`config.mk`:
```
export PLATFORM = sky130hd
export DESIGN_NAME = hazard_ctrl
export DESIGN_NICKNAME = d
export VERILOG_FILES = /design/src/rtl/hazard_ctrl_pkg.sv /design/src/rtl/hazard_shadow_stage.sv /design/src/rtl/hazard_ctrl.sv
export SDC_FILE = /design/constraint.sdc
export NUM_CORES = 1
export LEC_CHECK = 0
export CAP_MARGIN = 20
export CORE_ASPECT_RATIO = 2
export CORE_UTILIZATION = 48
export DETAILED_ROUTE_END_ITERATION = 10
export MAX_ROUTING_LAYER = met4
export PLACE_DENSITY = 0.86
export SYNTH_ARGS = -nofsm -noshare
export SYNTH_HDL_FRONTEND = slang
export SYNTH_SLANG_ARGS = --single-unit
```
`constraint.sdc`:
```
create_clock -name clk -period 3.3 [get_ports clk]
set_input_delay 0.99 -clock clk [delete_from_list [all_inputs] [get_ports clk]]
set_output_delay 0.99 -clock clk [all_outputs]
set_load 0.03 [all_outputs]
```
`src/rtl/hazard_ctrl_pkg.sv`:
```
// hazard_ctrl_pkg: shared encodings, shadow-stage record and match helper for the hazard unit
package hazard_ctrl_pkg;
    localparam logic [1:0] REGDST_RT    = 2'b00;
    localparam logic [1:0] REGDST_RD    = 2'b01;
    localparam logic [1:0] REGDST_LINK  = 2'b10;
    localparam logic [4:0] REG_ZERO     = 5'd0;
    localparam int         LINK_REG_DEF = 31;

    typedef struct packed {
        logic       rw;
        logic       mr;
        logic [4:0] rd;
    } shadow_t;

    function automatic logic reg_match(input shadow_t s, input logic [4:0] r);
        return s.rw && s.rd == r && r != REG_ZERO;
    endfunction
endpackage

```
`src/rtl/hazard_shadow_stage.sv`:
```
// hazard_shadow_stage: resettable shadow register for one pipeline stage with bubble insertion
module hazard_shadow_stage
    import hazard_ctrl_pkg::*;
(
    input  logic    clk,
    input  logic    reset,
    input  logic    i_bubble,
    input  shadow_t i_d,
    output shadow_t o_q
);
    shadow_t r_q;

    always_ff @(posedge clk or posedge reset) begin
        if (reset) r_q <= '0;
        else       r_q <= i_bubble ? '0 : i_d;
    end

    assign o_q = r_q;
endmodule

```
`src/rtl/hazard_ctrl.sv`:
```
// hazard_ctrl: ID-stage hazard detection, stall/flush steering and saturating stall counter
module hazard_ctrl
    import hazard_ctrl_pkg::*;
#(
    parameter int CNT_W    = 16,
    parameter int LINK_REG = LINK_REG_DEF
) (
    input  logic             clk,
    input  logic             reset,
    input  logic [4:0]       Rs,
    input  logic [4:0]       Rt,
    input  logic [4:0]       Rd,
    input  logic             UseRt,
    input  logic [1:0]       RegDstID,
    input  logic             RegWriteID,
    input  logic             MemReadID,
    input  logic             BranchID,
    input  logic             BranchTaken,
    input  logic             JumpID,
    input  logic             JRID,
    output logic             StallID,
    output logic             FlushIF,
    output logic [4:0]       ExWriteReg,
    output logic [CNT_W-1:0] StallCount
);
    logic [4:0]       w_wr;
    logic             w_wvalid;
    logic             w_load_use;
    logic             w_br_dep;
    logic             w_jr_dep;
    logic             w_stall;
    shadow_t          w_id;
    shadow_t          w_ex;
    shadow_t          w_mem;
    logic [CNT_W-1:0] r_cnt;

    assign w_wr     = (RegDstID == REGDST_RT)   ? Rt :
                      (RegDstID == REGDST_LINK) ? 5'(LINK_REG) : Rd;
    assign w_wvalid = RegWriteID && w_wr != REG_ZERO;
    // A load to $0 collapses to a bubble here, so it can never trigger a stall.
    assign w_id     = '{rw: w_wvalid, mr: MemReadID && w_wvalid, rd: w_wr};

    hazard_shadow_stage u_ex (
        .clk      (clk),
        .reset    (reset),
        .i_bubble (w_stall),
        .i_d      (w_id),
        .o_q      (w_ex)
    );

    hazard_shadow_stage u_mem (
        .clk      (clk),
        .reset    (reset),
        .i_bubble (1'b0),
        .i_d      (w_ex),
        .o_q      (w_mem)
    );

    assign w_load_use = w_ex.mr && (reg_match(w_ex, Rs) || (UseRt && reg_match(w_ex, Rt)));
    assign w_br_dep   = BranchID && (reg_match(w_ex, Rs) || reg_match(w_ex, Rt) ||
                        (w_mem.mr && (reg_match(w_mem, Rs) || reg_match(w_mem, Rt))));
    assign w_jr_dep   = JRID && (reg_match(w_ex, Rs) || (w_mem.mr && reg_match(w_mem, Rs)));
    assign w_stall    = w_load_use || w_br_dep || w_jr_dep;

    always_ff @(posedge clk or posedge reset) begin
        if (reset)                    r_cnt <= '0;
        else if (w_stall && r_cnt != '1) r_cnt <= r_cnt + CNT_W'(1);
    end

    assign StallID    = w_stall;
    assign FlushIF    = !w_stall && (JumpID || (BranchID && BranchTaken));
    assign ExWriteReg = w_ex.rd;
    assign StallCount = r_cnt;
endmodule

```
* Word-level counts from Yosys, hierarchy flattened
Index checks and enable logic that the tools add are counted.
Widths: inputs -> output; s select.
** Word-level totals
- Flip-flop bits (word level) :: 30
- Input port bits :: 26
- Output and inout port bits :: 23
- Logic and storage cells :: 49
** Operators by class
- Add/sub/neg operators :: 1
- Equality and inequality tests :: 6
- Muxes and demuxes :: 3
- Reduce and logical (&&, ||, !) cells :: 32
** Operator list (number)
- $eq 5x5->1 :: 4
- $logic_and 1x1->1 :: 19
- $add 16x1->16 const B :: 1
- $ne 16x16->1 const B :: 1
- $reduce_bool 5->1 :: 3
- $mux 5 :: 2
- $logic_or 1x1->1 :: 8
- $mux 7 :: 1
- $eq 2x2->1 const B :: 1
- $logic_not 2->1 :: 1
- $logic_not 1->1 :: 1

* Logic depth before layout (Yosys ltp)
- Word-level depth :: 11
- Depth in mapped cells :: 8
- Depth with buffers taken out :: 7

* By module
From an unflattened synthesis, not the netlist that was laid out.
** Unflattened totals
- Cells, all modules :: 164
- Area, all modules :: 1666.6 µm²
** By module, submodules not included
- hazard_ctrl :: times used 1, cells an instance 134, area each 1221.2 µm², sequential area each 400.4 µm²
- hazard_shadow_stage :: times used 2, cells an instance 15, area each 222.7 µm², sequential area each 175.2 µm²

* Worst setup path before layout
Ideal clock, no wire load.
- Kind :: input port to output port
- From :: input Rs[1]
- To :: output FlushIF
- Arrival time :: 2.564 ns
- Required time :: 2.310 ns
- Path slack :: -0.254 ns
- Cell stages on the path :: 7
- Path buffers :: 1
- Cell sequence :: or4_4 -> nor2_4 -> nor3_1 -> o22ai_2 -> o211ai_4 -> buf_6 -> nor2_1
** On the way
- Word-level cells in the longest chain between the ends :: 11
- Elaborated cells on any way between the ends :: 21
- Those cells by class :: eq/ne (2); reduce/logical (19)
** Ends and longest elaborated chain
- start: declaration :: line hazard_ctrl.sv:10 : input logic [4:0] Rs,
- $eq 5x5->1 :: line hazard_ctrl_pkg.sv:16 : return s.rw && s.rd == r && r != REG_ZERO;
- $logic_and 1x1->1 (2 in series) :: line hazard_ctrl_pkg.sv:16
- $logic_or 1x1->1 :: line hazard_ctrl.sv:61 : (w_mem.mr && (reg_match(w_mem, Rs) || reg_match(w_mem, Rt))));
- $logic_and 1x1->1 :: line hazard_ctrl.sv:61
- $logic_or 1x1->1 :: line hazard_ctrl.sv:60 : assign w_br_dep = BranchID && (reg_match(w_ex, Rs) || reg_match(w_ex, Rt) ||
- $logic_and 1x1->1 :: line hazard_ctrl.sv:60
- $logic_or 1x1->1 :: line hazard_ctrl.sv:63 : assign w_stall = w_load_use || w_br_dep || w_jr_dep;
- $logic_or 1x1->1 (*) :: line hazard_ctrl.sv:63
- net StallID :: line hazard_ctrl.sv:21 : output logic StallID,
- $logic_not 1->1 (*) :: line hazard_ctrl.sv:71 : assign FlushIF = !w_stall && (JumpID || (BranchID && BranchTaken));
- $logic_and 1x1->1 (*) :: line hazard_ctrl.sv:71
- end: declaration :: line hazard_ctrl.sv:22 : output logic FlushIF,
Mark *: on every way through the listed nets, which the timed path passes. The rest lies on a longest branch.

* Final worst setup path
- From :: input Rt[2]
- To :: output FlushIF
** On the way
- Word-level cells in the longest chain between the ends :: 11
- Elaborated cells on any way between the ends :: 19
- Those cells by class :: eq/ne (2); reduce/logical (17)
** Ends and longest elaborated chain
- start: declaration :: line hazard_ctrl.sv:11 : input logic [4:0] Rt,
- $eq 5x5->1 :: line hazard_ctrl_pkg.sv:16
- $logic_and 1x1->1 (2 in series) :: line hazard_ctrl_pkg.sv:16
- $logic_or 1x1->1 :: line hazard_ctrl.sv:61
- $logic_and 1x1->1 :: line hazard_ctrl.sv:61
- $logic_or 1x1->1 :: line hazard_ctrl.sv:60
- $logic_and 1x1->1 :: line hazard_ctrl.sv:60
- $logic_or 1x1->1 (*) (2 in series) :: line hazard_ctrl.sv:63
- $logic_not 1->1 (*) :: line hazard_ctrl.sv:71
- $logic_and 1x1->1 (*) :: line hazard_ctrl.sv:71
Mark *: on every way between the ends. The rest lies on a longest branch, timed or not.

==> insert_results.sql <==
INSERT INTO impl_metrics (metric_group, metric, value, unit) VALUES
('outcome', 'run_status', 'finished with violations', ''),
('synthesis', 'yosys.area_share.adder', '0.00718', ''),
('critical_path', 'crit_path_max_fanout', '3', ''),
('critical_path', 'timing.critical_path.arrival', '2420', 'ps'),
('run', 'maxCapViolations', '0', ''),
('grt', 'largest_net_degree_at_the_start_of_global_routing', '31', ''),
('clock_tree', 'clockRootBuffer', 'sky130_fd_sc_hd__clkbuf_8', ''),
('sta', 'final_hold_viol_count', '0', ''),
('synthesis', 'post_synth_inst_count', '161', ''),
('floorplanning', 'placeableCoreArea', '3420', 'um^2'),
('synthesis', 'synthArstFlopShare', '1.00', ''),
('floorplanning', 'die_area', '3890', 'um^2'),
('synthesis', 'postSynthNetCount', '188', ''),
('critical_path', 'crit_path_end_kind', 'output pin', ''),
('route', 'detailroute.via_count', '1425', ''),
('synthesis', 'yosysWarningCount', '0', ''),
('route', 'avgViaCountPerCell', '5.22', ''),
('layout', 'area_growth', '41.8', '%'),
('grt', 'grt_overflow', '0', ''),
('power', 'power.density_cell_area', '400', 'nW/um^2'),
('critical_path', 'cp.required', '2310', 'ps'),
('clock_tree', 'clk_transition_reported_paths', '50', 'ps'),
('placed_design', 'dp_hpwl', '3.38', 'mm'),
('sta', 'period_needed', '3410', 'ps'),
('sta', 'final-max-slew-violation-count', '0', ''),
('layout', 'final_net_count', '253', ''),
('grt', 'wire_length_of_the_first_global_routing_pass', '7.13', 'mm'),
('synthesis', 'main_combinational_cell_family_by_area_after_synthesis', 'simple AND/OR/NAND/NOR gates', ''),
('synthesis', 'postSynthRegisterBits', '30', ''),
('sta', 'fmax', '0.293', 'GHz'),
('layout', 'final_cell_mix', '36 x sky130_fd_sc_hd__clkdlybuf4s50_1, 32 x sky130_fd_sc_hd__xnor2_1, 30 x sky130_fd_sc_hd__dfrtp_1', ''),
('synthesis', 'synthMuxAreaShare', '0.0129', ''),
('synthesis', 'synth_xor_xnor_area_share', '0.166', ''),
('floorplanning', 'fp.dieW', '44.6', 'um'),
('layout', 'drive_above_1_share', '0.280', ''),
('route', 'drt_wl_total', '4.56', 'mm'),
('synthesis', 'synth_enable_flop_cells', '0', ''),
('sta', 'max_slew.worst_pin.slew', '367', 'ps'),
('sta', 'worst_max_slew_margin_expressed_relative_to_the_limit', '0.755', ''),
('synthesis', 'synthSimpleGateAreaFrac', '0.269', ''),
('route', 'route.detailed.drc', '0', ''),
('critical_path', 'critical_path_startpoint_category', 'input port', ''),
('synthesis', 'synthesis.area_per_instance', '10.8', 'um^2'),
('floorplanning', 'start_util', '0.510', ''),
('floorplanning', 'placement_rows', '30', ''),
('route', 'dr.pass1.iters', '4', ''),
('synthesis', 'syn-cell-area', '1740', 'um^2'),
('synthesis', 'ys_types', '35', ''),
('clock_tree', 'clock_sink_count', '30', ''),
('placed_design', 'place_area', '2330', 'um^2'),
('power', 'worst_case_vdd_ir_drop', '368', 'uV'),
('power', 'cellLeakagePower', '1.00', 'nW'),
('outcome', 'violations', 'negative setup slack', ''),
('synthesis', 'synth_compound_gate_area_share', '0.0661', ''),
('route', 'drt_iter0_drc', '45', ''),
('sta', 'fin_skew', '3.24', 'ps'),
('sta', 'min_period_over_period', '1.03', ''),
('clock_tree', 'tritoncts', 'yes', ''),
('grt', 'via_count_of_the_first_global_routing_pass', '1576', ''),
('layout', 'finalInstanceArea', '2470', 'um^2'),
('grt', 'grt_antenna_before_repair', '0', ''),
('critical_path', 'worstSetupPathType', 'input port to output pin', ''),
('placed_design', 'io_buffer_count', '48', ''),
('sta', 'final.setup.worst_slack', '-113', 'ps'),
('sta', 'setup_viol', '2', ''),
('clock_tree', 'insertion_delay', '270', 'ps'),
('clock_tree', 'htreeDepth', '2', ''),
('placed_design', 'place_congestion', '0.917', ''),
('layout', 'insertedDiodeCount', '0', ''),
('hold_path', 'holdCritPathClass', 'flop to flop', ''),
('sta', 'grt_setup_unrepaired', 'true', ''),
('floorplanning', 'chipHeight', '87.2', 'um'),
('clock_tree', 'number_of_buffers_on_the_longest_clock_path', '2', ''),
('layout', 'fin_util', '0.723', ''),
('clock_tree', 'cts_buffers', '5', ''),
('route', 'final_antenna_net_count', '0', ''),
('floorplanning', 'io_pins', '49', ''),
('synthesis', 'synth_sequential_area_ratio', '0.431', ''),
('clock_tree', 'cts.hold.buffers_added', '0', ''),
('synthesis', 'dominantRegCellSynth', 'sky130_fd_sc_hd__dfrtp_1', ''),
('layout', 'mostFrequentLayoutCell', 'sky130_fd_sc_hd__clkdlybuf4s50_1', ''),
('grt', 'groute.usage.overall', '0.268', ''),
('route', 'average_wire_per_standard_cell', '16.7', 'um');
-- path summary, 6_finish.rpt --
check / start / cells after the start / slack (ps) / end
min in group asynchronous: reset / 3 / 1090 / StallCount[9]$_DFFE_PP0P_
setup / recovery: Rt[2] / 9 / -110 / FlushIF
hold / removal: u_ex.o_q[5]$_DFF_PP0_ / 0 / 380 / u_mem.o_q[5]$_DFF_PP0_
max in group asynchronous: reset / 3 / 1940 / u_ex.o_q[0]$_DFF_PP0_
hold reg to reg: u_ex.o_q[5]$_DFF_PP0_ / 0 / 380 / u_mem.o_q[5]$_DFF_PP0_
setup reg to reg: u_ex.o_q[4]$_DFF_PP0_ / 9 / 810 / StallCount[12]$_DFFE_PP0P_
-- cells in the mapped netlist (all sizes together), types with 2 or more instances --
library cell  instances  share of area
nor3                  6          0.027
nand3                16          0.078
nor2b                 3          0.012
mux2                  2          0.013
a21oi                 6          0.019
xnor2                33           0.17
nor2                 17          0.041
and3                 11          0.040
nand2                 6          0.013
dfrtp                30           0.43
inv                   2         0.0043
nand4                 7          0.029
o21ai                 2         0.0057
buf                   8          0.041
-- metal layers --
metal | track usage | share of wire
met2 | 0.497 | 0.60
met4 | 0.160 | 0.032
met5 | - | 0
met3 | 0.0436 | 0.046
met1 | 0.234 | 0.33
-- through the flow --
step	power [mW]	hold slack, ps	setup WS (ps)	cells	setup TNS (ps)
4_1_cts	0.998	386	-128	272	-164
3_5_place_dp	0.710	374	-412	264	-1010
2_1_floorplan	0.587	354	4.02	161	0
6_report	0.987	383	-113	273	-173
3_3_place_gp	0.698	363	-353	264	-753
5_1_grt	1.03	400	-139	273	-264
-- critical path: stages --
cell and delay [ps]:
sky130_fd_sc_hd__buf_6 90, sky130_fd_sc_hd__or3_4 400, sky130_fd_sc_hd__nor3_4 230, sky130_fd_sc_hd__nor3_4 80, sky130_fd_sc_hd__buf_6 120, sky130_fd_sc_hd__o21ai_4 160
sky130_fd_sc_hd__o211ai_4 110, sky130_fd_sc_hd__nor2_4 100, sky130_fd_sc_hd__buf_6 130
-- timing repair --
action                                  4_1_cts  5_1_grt
pin swaps                                    12        9
buffers inserted                              2        1
cloned                                        0        0
gates resized for setup                      39        5
hold endpoints to repair                      0        0
endpoints found under the setup margin        2        2
-- report_power, final --
group	switching (mW)	internal, mW
combinational	0.138	0.131
clock	0.117	0.160
sequential	0.0401	0.401
total	0.295	0.693
-- flip-flops by register name (all words and copies together), names as in the netlist --
name	flops
StallCount	16
u_mem.o_q	7
u_ex.o_q	7
-- kinds of logic (layout without fill, tap and decap cells) --
kind of cell / count (synthesis) / in the layout
and+or+nand+nor: 72 / 72
DFF: 30 / 30
xor gates and xnor gates: 33 / 33
muxes: 2 / 2
adders and majority gates: 1 / 1
buffers and inverters: 11 / 75
AOI/OAI and AO/OA: 12 / 12
-- final cells by class --
class,count,area (um^2)
inverter,2,7.51
fill,249,946
tap,48,60.1
sequential,30,751
clock buffer,6,82.6
multi-input combinational,120,957
timing repair buffer,67,612
Power figures use the tool's default switching activity.
==> RTL edit 1: new RTL, config.mk and constraints unchanged <==
`REG_ZERO`: 5'd0 -> 5'd1.
--- a/src/rtl/hazard_ctrl_pkg.sv
+++ b/src/rtl/hazard_ctrl_pkg.sv
@@ -4,5 +4,5 @@
     localparam logic [1:0] REGDST_RD    = 2'b01;
     localparam logic [1:0] REGDST_LINK  = 2'b10;
-    localparam logic [4:0] REG_ZERO     = 5'd0;
+    localparam logic [4:0] REG_ZERO     = 5'd1;
     localparam int         LINK_REG_DEF = 31;
 
Check against the original RTL: not equivalent (a bounded check fails within 4 cycles, from zero or initial values and one cycle with reset high).
==> RTL edit 1 against the unedited design <==
The flow still finishes with violations (setup timing). Sequential cell count did not move. Worst setup slack got worse by 0.21 ns. Routed wire length rose by 6.8%. Total power rose by 4.6%. Register-to-register slack got worse by 0.05 ns. Synthesized area fell by 7.0%. Final area fell by 1.2%. First-iteration DRC count fell by 27%. Fmax fell by 5.9%. Synthesized cell count fell by 1.2%. Critical path type unchanged. Largest cell class unchanged. Highest routed layer unchanged.
==> RTL edit 1: results (changes against the unedited design) <==
* Wire per inst at 18.9 um (+13%)
* Synth cell count leaders: dfrtp_1, xnor2_1, nand2_1
* Finished Layout Cells at 257 (-5.9%)
* Mapped Nets at 186 (-1.1%)
* Critical Path Slowest Stage Cell: a221o_1
* Critical R2R Launch: u_mem.o_q[1]$_DFF_PP0_
* Post-CTS setup buffer count at 4 (+2)
* Post-Synth XOR/XNOR Area at 15.7% (-0.92 points)
* Multiplexer share of the synthesized area at 2.78% (+1.5 points)
* Post_cts resized at 62 (+59%)
* Fill count at 202 (-19%)
* Met1 wire length at 1.61 mm (+8.2%)
* Setup violators final at 2 (unchanged)
* Final WS setup at -0.328 ns (-0.215 ns)
* Synth Area in Compound Gates at 8.11% (+1.5 points)
* Arrival @ worst endpoint at 2.64 ns (+0.22 ns)
* NumNets Final at 252 (-0.40%)
* Synth Area in Adders at 0.772% (+0.054 points)
* Crit Reg-Reg Endpoint: StallCount[14]$_DFFE_PP0P_
* Met1 layer usage reported by global route at 29.1% (+5.7 points)
* Total GRT Usage at 30.3% (+3.5 points)
* Maximum vdd drop at 0.449 mV (+22%)
* Failing checks: setup timing
* Status: complete, but fails checks
* Met2 Usage GRT at 55.0% (+5.2 points)
* R2R Setup Slk at 0.76 ns (-0.05 ns)
* Placed inst area at 2190 um^2 (-5.9%)
* Leak Pwr at 1.06 nW (+5.1%)
* Initial DRC Count at 33 (-27%)
* Power Density at 423 nW/um^2 (+5.8%)
* Met2 wire len at 2.79 mm (+2.6%)
* WL met3 at 245 um (+18%)
* Crit Path Max Fanout at 4 (+1)
* Clock Skew at 0.00561 ns (+0.00237 ns)
* First-pass GRT wire length at 7.80 mm (+9.5%)
* Layout cell share with drive strength beyond 1 at 28.3% (+0.32 points)
* RD Place Congestion at 1.00 (+9.2%)
* Post-synthesis sequential area ratio at 46.3% (+3.2 points)
==> RTL edit 1: changes by cell type after synthesis, sizes merged, moves of 2 or more <==
cell,unedited run,this run
nand3,16,10
xor2,0,10
nor4,1,3
nand2,6,11
o31a,0,2
mux2,2,4
nor2,17,10
xnor2,33,19
==> RTL edit 1: report_power, final <==
group	internal (W)	switching [W]	leakage (nW)
clock	0.000168	0.000138	0.0482
combinational	0.000143	0.000142	0.624
sequential	0.000400	0.0000420	0.383
==> RTL edit 1: how the worst min path moves through the flow <==
stage	slack, ns	from	end
after detailed placement	0.41	u_ex.o_q[6]$_DFF_PP0_	u_mem.o_q[6]$_DFF_PP0_
after CTS	0.42	u_ex.o_q[5]$_DFF_PP0_	u_mem.o_q[5]$_DFF_PP0_
after floorplan	0.37	u_ex.o_q[5]$_DFF_PP0_	u_mem.o_q[5]$_DFF_PP0_
after global routing	0.44	u_ex.o_q[6]$_DFF_PP0_	u_mem.o_q[6]$_DFF_PP0_
final	0.42	u_ex.o_q[6]$_DFF_PP0_	u_mem.o_q[6]$_DFF_PP0_
after global placement	0.40	u_ex.o_q[5]$_DFF_PP0_	u_mem.o_q[5]$_DFF_PP0_
==> RTL edit 1: logic make-up (layout without fill, tap and decap cells) <==
kind of cell	after synthesis	after routing
AND/OR/NAND/NOR	67	67
flip-flops	30	30
XOR/XNOR	29	29
AO/OA/AOI/OAI	17	17
buffers and inverters	11	78
multiplexers	4	4
adder cells (fa/ha/maj)	1	1
==> RTL edit 1: layout make-up <==
type,instances,area share (%)
clock buffers,7,3.54
clock inverters,1,0.205
inverters,2,0.308
multi-input cells,118,38.0
flip-flops and latches,30,30.8
well taps,31,1.59
repair buffers,68,25.6
==> RTL edit 2: new RTL, same flow settings <==
Without the edit above. Register the output `StallCount` once more; this adds one clock of latency there. The other outputs are not delayed to match.
--- a/src/rtl/hazard_ctrl.sv
+++ b/src/rtl/hazard_ctrl.sv
@@ -71,5 +71,7 @@
     assign FlushIF    = !w_stall && (JumpID || (BranchID && BranchTaken));
     assign ExWriteReg = w_ex.rd;
-    assign StallCount = r_cnt;
+    always_ff @(posedge clk) begin
+        StallCount <= r_cnt;
+    end
 endmodule
 
Function: changed (Yosys sat finds a counterexample within 4 cycles, from zero or initial values and one cycle with reset high).
==> RTL edit 2 against the unedited design <==
The run still ends with setup timing left. Synthesized area up 13%. Via count increased by 9.1%. Count of clock-buffer cells in the layout down 1. Worst setup slack lost 0.034 ns. Fmax down 0.98%. Total power increased by 29%. Global-route usage shrank 2.0 points. Routed wire length is 10% higher. Final cell count rose by 5.9%. Sequential cell count grew 16. Clock skew rose by 0.0072 ns. Final area grew 10%. Core utilization fell by 2.4 points. Critical path type unchanged. Largest cell class is now sequential cells.
==> RTL edit 2: results (changes against the unedited design) <==
* Status: complete, but fails checks
* Failing checks: setup timing
* Arrival @ worst endpoint at 2.46 ns (+0.04 ns)
* Worst-path clk slew at 0.09 ns (+0.04 ns)
* Cell Area, Synth at 1970 um^2 (+13%)
* Mapped Cells at 178 (+11%)
* Worst slack at placement at -0.439 ns (-0.0270 ns)
* Total GRT Usage at 24.8% (-2.0 points)
* Post-DP HPWL at 3.52 mm (+4.2%)
* # H-tree levels at 2 (unchanged)
* Vias in the first global route at 1,593 (+1.1%)
* Skew-Pair Late Insertion Delay at 0.31 ns (+0.04 ns)
* Setup violators final at 2 (unchanged)
* Slew HR at 73.1% (-2.5 points)
* Crit Reg-Reg Endpoint: r_cnt[1]$_DFFE_PP0P_
* Via/cell ratio at 5.38 (+3.1%)
* Fill count at 297 (+19%)
* Critical Path Start: Rt[1]
* Max stage delay on crit path at 0.40 ns (about the same)
* Initial DRC Count at 35 (-22%)
* Synth async-reset ratio at 65.2% (-35 points)
* Post-synthesis sequential area ratio at 54.4% (+11 points)
* First-pass GRT wire length at 7.37 mm (+3.4%)
* Finished Layout Cells at 289 (+5.9%)
* Maximum vdd drop at 0.601 mV (+63%)
* Mapped Nets at 205 (+9.0%)
* Main area contributors after synthesis: dfrtp_1, dfxtp_1, xnor2_1
* Wire per inst at 17.4 um (+4.3%)
* Final WS setup at -0.147 ns (-0.0338 ns)
* Critical R2R Launch: u_mem.o_q[2]$_DFF_PP0_
* R2R Setup Slk at 0.99 ns (+0.18 ns)
* Synth cell count leaders: dfrtp_1, xnor2_1, dfxtp_1, nor2_1, nand4_1
* Clock Skew at 0.0105 ns (+0.00721 ns)
* TNS Setup at -0.236 ns (-0.0630 ns)
[RTL edit 2: cell count changes after synthesis, moves of 2 or more]
cell and change:
dfxtp_1 +16, nand3_2 -7, and3_1 -4, inv_1 +4, xnor2_1 -4, nand4_1 +3
a21oi_1 +2, nand3_1 +2, nor4_1 +2, or3_1 +2, xor2_1 +2
[RTL edit 2: kinds of logic after synthesis]
| family | after synthesis | synth area share [%] |
|---|---|---|
| XOR/XNOR | 31 | 13.8 |
| flip-flops | 46 | 54.4 |
| adder cells (fa/ha/maj) | 1 | 0.636 |
| AO/OA/AOI/OAI | 14 | 5.40 |
| multiplexers | 2 | 1.14 |
| AND/OR/NAND/NOR | 68 | 19.5 |
| buffers and inverters | 16 | 5.15 |
[RTL edit 2: what timing repair did]
action / 4_1_cts / 5_1_grt
setup endpoints to repair: 2 / 2
buffers inserted: 1 / 1
pin swaps: 14 / 10
gates resized for setup: 49 / 5
[RTL edit 2: worst max-delay path: cells and delay by family]
kind / cells / cell delay, ns
AO/OA/AOI/OAI: 2 / 0.30
AND/OR/NAND/NOR: 4 / 0.79
buffers and inverters: 3 / 0.38
[RTL edit 2: report_power, final]
part,leakage [nW],switching [W],internal [W]
clock,0.0447,0.000198,0.000153
sequential,0.514,0.0000431,0.000610
combinational,0.567,0.000139,0.000128
total,1.13,0.000380,0.000891
[RTL edit 2: layout make-up]
class                      count  area [um^2]  share of cell area, %
clock inverter                 3         25.0                  0.921
inverter                       6         22.5                  0.829
sequential                    46         1070                   39.4
clock buffer                   5         68.8                   2.53
timing repair buffer          62          577                   21.2
tap                           51         63.8                   2.35
multi-input combinational    116          888                   32.7
[RTL edit 2: routing by layer]
layer | part of all wire, % | global-route usage, %
met2 | 58 | 44.5
met1 | 34 | 22.4
met5 | 0 | -
met3 | 4.7 | 5.07
met4 | 3.2 | 12.1
